### config.mk
export PLATFORM = sky130hd
export DESIGN_NAME = time_set_ctrl
export DESIGN_NICKNAME = d
export VERILOG_FILES = /design/src/rtl/axusb_pkg.sv /design/src/rtl/blink_timer.sv /design/src/rtl/time_set_ctrl.sv
export SDC_FILE = /design/constraint.sdc
export NUM_CORES = 1
export LEC_CHECK = 0
export ABC_AREA = 0
export CAP_MARGIN = 20
export CORE_MARGIN = 4
export CORE_UTILIZATION = 30
export DETAILED_ROUTE_END_ITERATION = 7
export SYNTH_ARGS = -nofsm -noshare
export SYNTH_HDL_FRONTEND = slang
export SYNTH_SLANG_ARGS = --single-unit
### constraint.sdc
create_clock -name mclk -period 6.4 [get_ports mclk]
set_clock_uncertainty 0.05 [all_clocks]
set_input_delay 0.64 -clock mclk [delete_from_list [all_inputs] [get_ports mclk]]
set_output_delay 0.64 -clock mclk [all_outputs]
set_load 0.05 [all_outputs]
### src/rtl/axusb_pkg.sv
// Shared key codes, controller states and field helpers
// for the time-set controller.
package axusb_pkg;

  localparam int HW = 5;
  localparam int MW = 6;

  localparam logic [4:0] KEY_NULL   = 5'd0;
  localparam logic [4:0] KEY_D0     = 5'd1;
  localparam logic [4:0] KEY_D9     = 5'd10;
  localparam logic [4:0] KEY_SET    = 5'd13;
  localparam logic [4:0] KEY_CANCEL = 5'd14;
  localparam logic [4:0] KEY_NEXT   = 5'd15;

  typedef enum logic [2:0] {
    RUN,
    EDIT_H,
    EDIT_M,
    EDIT_S,
    COMMIT
  } ts_state_t;

  function automatic logic [3:0] tens_of(
    input logic [5:0] v
  );
    tens_of = 4'd0;
    for (int i = 1; i <= 5; i++)
      if (v >= 6'(10 * i)) tens_of = 4'(i);
  endfunction

  function automatic logic is_edit(
    input ts_state_t s
  );
    return s inside {EDIT_H, EDIT_M, EDIT_S};
  endfunction

  function automatic ts_state_t next_field(
    input ts_state_t s
  );
    case (s)
      EDIT_H:  return EDIT_M;
      EDIT_M:  return EDIT_S;
      default: return EDIT_H;
    endcase
  endfunction

endpackage

### src/rtl/blink_timer.sv
// Free-running blink divider; phase toggles every DIV
// cycles and restarts from phase 0 on clear.
module blink_timer
  import axusb_pkg::*;
#(
  parameter int DIV = 16_000_000
) (
  input  logic clk_i,
  input  logic rst_i,
  input  logic clr_i,
  output logic phase_o
);

  localparam int W = $clog2(DIV + 1);

  logic [W-1:0] cnt_q;
  logic         phase_q;

  always_ff @(posedge clk_i or posedge rst_i) begin
    if (rst_i) begin
      cnt_q   <= '0;
      phase_q <= 1'b0;
    end else if (clr_i) begin
      cnt_q   <= '0;
      phase_q <= 1'b0;
    end else if (cnt_q == W'(DIV - 1)) begin
      cnt_q   <= '0;
      phase_q <= ~phase_q;
    end else begin
      cnt_q <= cnt_q + W'(1);
    end
  end

  assign phase_o = phase_q;

endmodule

### src/rtl/time_set_ctrl.sv
// Keypad time-set controller: gates the seconds chain,
// edits a shadow copy of the time and commits it with one load.
module time_set_ctrl
  import axusb_pkg::*;
#(
  parameter int BLINK_DIV    = 16_000_000,
  parameter int IDLE_TIMEOUT = 320_000_000
) (
  input  logic          mclk,
  input  logic          rst,
  input  logic [4:0]    key_code,
  input  logic [HW-1:0] cur_hour,
  input  logic [MW-1:0] cur_min,
  input  logic [MW-1:0] cur_sec,
  output logic          run_en,
  output logic          load,
  output logic [HW-1:0] ld_hour,
  output logic [MW-1:0] ld_min,
  output logic [MW-1:0] ld_sec,
  output logic [HW-1:0] disp_hour,
  output logic [MW-1:0] disp_min,
  output logic [MW-1:0] disp_sec,
  output logic [5:0]    blink_mask,
  output logic          editing
);

  localparam int TW = $clog2(IDLE_TIMEOUT + 1);

  ts_state_t     state_q, state_d;
  logic [4:0]    key_q;
  logic [TW-1:0] tmo_q, tmo_d;
  logic          idx_q, idx_d;
  logic [HW-1:0] sh_hour_q;
  logic [MW-1:0] sh_min_q, sh_sec_q;
  logic          run_en_q, load_q, editing_q;
  logic [HW-1:0] ld_hour_q;
  logic [MW-1:0] ld_min_q, ld_sec_q;

  logic       press, is_dig, expire;
  logic       wr_en, blink_clr, phase;
  logic [3:0] dig, tens;
  logic [5:0] fval, ones, tval, wr_val;
  logic [5:0] sel;

  always_comb begin
    press  = (key_code != KEY_NULL) && (key_q == KEY_NULL);
    is_dig = (key_code >= KEY_D0) && (key_code <= KEY_D9);
    dig    = 4'(key_code - KEY_D0);
    case (state_q)
      EDIT_M:  fval = sh_min_q;
      EDIT_S:  fval = sh_sec_q;
      default: fval = {1'b0, sh_hour_q};
    endcase
    tens = tens_of(fval);
    ones = fval - 6'(tens) * 6'd10;
    // Hour tens that would overflow 23 drops the old ones digit
    tval = 6'(dig) * 6'd10 + ones;
    if (state_q == EDIT_H && tval > 6'd23)
      tval = 6'(dig) * 6'd10;
    expire  = tmo_q == TW'(IDLE_TIMEOUT - 1);
    state_d = state_q;
    idx_d   = idx_q;
    wr_en   = 1'b0;
    wr_val  = tval;
    unique case (state_q)
      RUN: begin
        if (press && key_code == KEY_SET) begin
          state_d = EDIT_H;
          idx_d   = 1'b0;
        end
      end
      EDIT_H, EDIT_M, EDIT_S: begin
        if (press) begin
          unique case (1'b1)
            is_dig && !idx_q: begin
              if (dig <= (state_q == EDIT_H ? 4'd2 : 4'd5)) begin
                wr_en = 1'b1;
                idx_d = 1'b1;
              end
            end
            is_dig && idx_q: begin
              if (!(state_q == EDIT_H && tens == 4'd2
                    && dig > 4'd3)) begin
                wr_en   = 1'b1;
                wr_val  = 6'(tens) * 6'd10 + 6'(dig);
                idx_d   = 1'b0;
                state_d = next_field(state_q);
              end
            end
            key_code == KEY_NEXT: begin
              idx_d   = 1'b0;
              state_d = next_field(state_q);
            end
            key_code == KEY_SET:    state_d = COMMIT;
            key_code == KEY_CANCEL: state_d = RUN;
            default: ;
          endcase
        end else if (expire) begin
          state_d = RUN;
        end
      end
      default: state_d = RUN;
    endcase
    blink_clr = is_edit(state_d) && (state_d != state_q);
    tmo_d = (press || !is_edit(state_q)) ? '0 : tmo_q + TW'(1);
  end

  always_ff @(posedge mclk or posedge rst) begin
    if (rst) begin
      state_q   <= RUN;
      key_q     <= KEY_NULL;
      tmo_q     <= '0;
      idx_q     <= 1'b0;
      sh_hour_q <= '0;
      sh_min_q  <= '0;
      sh_sec_q  <= '0;
      run_en_q  <= 1'b1;
      load_q    <= 1'b0;
      editing_q <= 1'b0;
      ld_hour_q <= '0;
      ld_min_q  <= '0;
      ld_sec_q  <= '0;
    end else begin
      state_q   <= state_d;
      key_q     <= key_code;
      tmo_q     <= tmo_d;
      idx_q     <= idx_d;
      run_en_q  <= state_d == RUN;
      editing_q <= state_d != RUN;
      load_q    <= state_d == COMMIT;
      if (state_d == COMMIT) begin
        ld_hour_q <= sh_hour_q;
        ld_min_q  <= sh_min_q;
        ld_sec_q  <= sh_sec_q;
      end
      if (state_q == RUN && state_d == EDIT_H) begin
        sh_hour_q <= cur_hour;
        sh_min_q  <= cur_min;
        sh_sec_q  <= cur_sec;
      end else if (wr_en) begin
        case (state_q)
          EDIT_H:  sh_hour_q <= wr_val[HW-1:0];
          EDIT_M:  sh_min_q  <= wr_val;
          default: sh_sec_q  <= wr_val;
        endcase
      end
    end
  end

  blink_timer #(
    .DIV (BLINK_DIV)
  ) u_blink (
    .clk_i   (mclk),
    .rst_i   (rst),
    .clr_i   (blink_clr),
    .phase_o (phase)
  );

  always_comb begin
    case (state_q)
      EDIT_H:  sel = 6'b110000;
      EDIT_M:  sel = 6'b001100;
      EDIT_S:  sel = 6'b000011;
      default: sel = 6'b000000;
    endcase
    blink_mask = phase ? sel : 6'b0;
  end

  assign disp_hour = (state_q == RUN) ? cur_hour : sh_hour_q;
  assign disp_min  = (state_q == RUN) ? cur_min  : sh_min_q;
  assign disp_sec  = (state_q == RUN) ? cur_sec  : sh_sec_q;
  assign run_en    = run_en_q;
  assign load      = load_q;
  assign editing   = editing_q;
  assign ld_hour   = ld_hour_q;
  assign ld_min    = ld_min_q;
  assign ld_sec    = ld_sec_q;

endmodule
==> results.cfg <==
[worst_setup_path]
rr_endpoint = sh_hour_q[1]$_DFFE_PP0P_
endpoint = sh_hour_q[1]$_DFFE_PP0P_
cp.required_ns = 6.61
startpoint_type = flop
r2r_cells = 19
critPathCaptureType = flop
path_max_fanout = 10
arrival_ns = 5.68
reg2reg_slack_ns = 0.93
crit_start = state_q[1]$_DFF_PP0_
path_class = reg2reg
r2r_start = state_q[1]$_DFF_PP0_

[route]
drt_first_pass_iters = 5
wl_per_cell_um = 15.4
drt-total-wl_um = 14700
drt-initial-drc-count = 333
drt.antenna.violating_nets = 0
routed_via_density = 4.93
vias = 4720
drc_errors = 0

[timing]
fmax_mhz = 183
layout_min_cycle_time_ns = 5.47
fin_tns_setup_ns = 0
relSlewSlack_pct = 38.5
hold_viol = 0
slew_violations = 0
final.period_utilization_pct = 85.4
tightest_slew_ns = 0.920
setup_violations = 0
grt_setup_unrepaired = false

[clocking]
hold_buffers = 0
cts_resized = 0
path_clk_slew_ns = 0.07
cts_sinks = 100
htree_levels = 3
cts-root-buf = clkbuf_16
clk_latency_ns = 0.36
cts_buffers = 9
cts_tree = done
clock_path_buffers = 2
post_cts.repair.setup_buffers = 0

[global_routing]
busiest_layer = met2
grt_pass1_wl_um = 24300
grt_antenna_before_repair = 0
use_met1_pct = 18.6
grt_usage_pct = 13.2
grt_pass1_vias = 4733
grt_start_max_net_pins = 68
overflow = 0
use_met3_pct = 2.47
met2_usage_pct = 21.1

[synthesis]
synth_cells = 625
synth_fp_nets = 675
ys_seq_area_share_pct = 40.5
synth_top_area_share_pct = 40.1
ys_seq_elements = 100
yosysTopAreaCell = dfrtp_1
synth_cell_type_count = 75
synth_edf_count = 0
synth_flop_cell = dfrtp_1
synth_area_leaders = dfrtp_1, xor2_1, mux2_2
avgSynthCellArea_um2 = 9.88
syn-cell-area_um2 = 6170
async_flop_share_pct = 100
synth_warnings = 0

[final_layout]
instances_no_fill = 957
most-common-layout-cells = dfrtp_1, nor2_1, clkdlybuf4s50_1
nFillCells = 2021
drive_above_1_share_pct = 11.1
syn_to_final_growth_pct = 19.8
fin_nets = 732
layout_commonest_cell = dfrtp_1
antenna_cells = 0

[worst_hold_path]
min_path_type = reg2reg

[run_status]
status = completed

[pwr]
leakagePower_uw = 0.00319
power_frac_seq_pct = 32.8
p_int_uw = 1520
swShare_pct = 41.2
irDropWorstVdd_v = 0.000271
p_comb_share_pct = 44.9
powerDensity_nw_per_um2 = 349
p_sw_uw = 1070
p_clk_share_pct = 22.3

[floorplanning]
ios = 67
dieArea_um2 = 22900
start_util_pct = 30.5
die_y_um = 151
coreArea_um2 = 20200
rows = 52
die_x_um = 151

[run]
cap_violations = 0

[placement]
dp.cells = 940
post-dp-hpwl_um = 10800
portBuffers = 66
place.gp.congestion = 0.860
[area by class of cell]
type	count	area (µm²)	area share [%]
multi-input combinational	471	3420	46.2
clock inverter	7	87.6	1.18
timing repair buffer	74	728	9.84
sequential	100	2500	33.8
clock buffer	9	225	3.04
tap	270	338	4.57
inverter	26	100	1.35
[critical path, stage by stage, from the launching register on]
cell      delay (ns)
dfrtp_1         0.54
nor2b_1         0.28
buf_4           0.23
mux2i_2         0.45
a211oi_1        0.10
a211oi_1        0.31
nand2b_4        0.24
ha_1            0.21
xnor2_1         0.14
fa_1            0.58
inv_1           0.05
ha_1            0.35
a21oi_1         0.17
nand2_1         0.09
xnor3_1         0.43
xnor2_1         0.18
o21ai_0         0.32
mux2i_1         0.28
a21oi_1         0.12
a221oi_1        0.24
[stage by stage]
| step | setup WS, ns | cell area, µm² | hold WS [ns] | util, % | power, µW |
|---|---|---|---|---|---|
| 6_report | 0.932 | 7400 | 0.442 | 36.6 | 2580 |
| 5_1_grt | 0.503 | 7400 | 0.465 | 36.6 | 2750 |
| 4_1_cts | 0.950 | 7380 | 0.445 | 36.5 | 2600 |
| 3_5_place_dp | 0.745 | 7070 | 0.434 | 34.9 | 2010 |
| 3_3_place_gp | 0.843 | 7070 | 0.425 | 34.9 | 2000 |
| 2_1_floorplan | 1.71 | 6170 | 0.405 | - | 1710 |
[metal layers]
layer | vias to the layer above | routed length, µm
li1 | 2323 | -
met1 | 2278 | 7170
met2 | 104 | 6810
met3 | 15 | 598
met4 | 0 | 131
met5 | - | 0
[power by group through the flow]
stage | sequential, µW | combinational [µW] | clock (µW)
finish | 847 | 1160 | 577
global route | 863 | 1270 | 618
CTS | 846 | 1160 | 593
detailed placement | 857 | 1150 | 0
global placement | 858 | 1140 | 0
floorplan | 835 | 873 | 0
[how the worst min path moves through the flow]
stage	cells after the start	start	to
after CTS	1	tmo_q[0]$_DFF_PP0_	tmo_q[0]$_DFF_PP0_
final	1	tmo_q[0]$_DFF_PP0_	tmo_q[0]$_DFF_PP0_
after global placement	1	ld_sec[0]$_DFFE_PP0P_	ld_sec[0]$_DFFE_PP0P_
after floorplan	1	tmo_q[0]$_DFF_PP0_	tmo_q[0]$_DFF_PP0_
after detailed placement	1	ld_sec[4]$_DFFE_PP0P_	ld_sec[4]$_DFFE_PP0P_
after global routing	1	ld_min[5]$_DFFE_PP0P_	ld_min[5]$_DFFE_PP0P_
[Yosys cell counts (14+ instances only)]
cell type / instances
nand3_1: 25
nand2_1: 44
xnor2_1: 25
and3_1: 14
inv_1: 25
dfrtp_1: 99
o21ai_0: 21
xor2_1: 37
mux2_2: 26
ha_1: 21
a21oi_1: 16
nor2_1: 68
[kinds of logic after synthesis]
family,count (synthesis),share of synthesized area (%)
muxes,47,8.67
DFF,100,40.5
AOI/OAI and AO/OA,97,11.0
xor gates and xnor gates,63,9.16
buffers and inverters,54,4.30
adders and majority gates,26,5.88
and+or+nand+nor,238,20.5
[state kept, by name, indices dropped and copies added (netlist names), 6 cells and up]
name           flops
u_blink.cnt_q     24
sh_sec_q           6
sh_min_q           6
ld_min             6
tmo_q             29
ld_sec             6
Note: power is estimated with default switching activity, not from simulation.
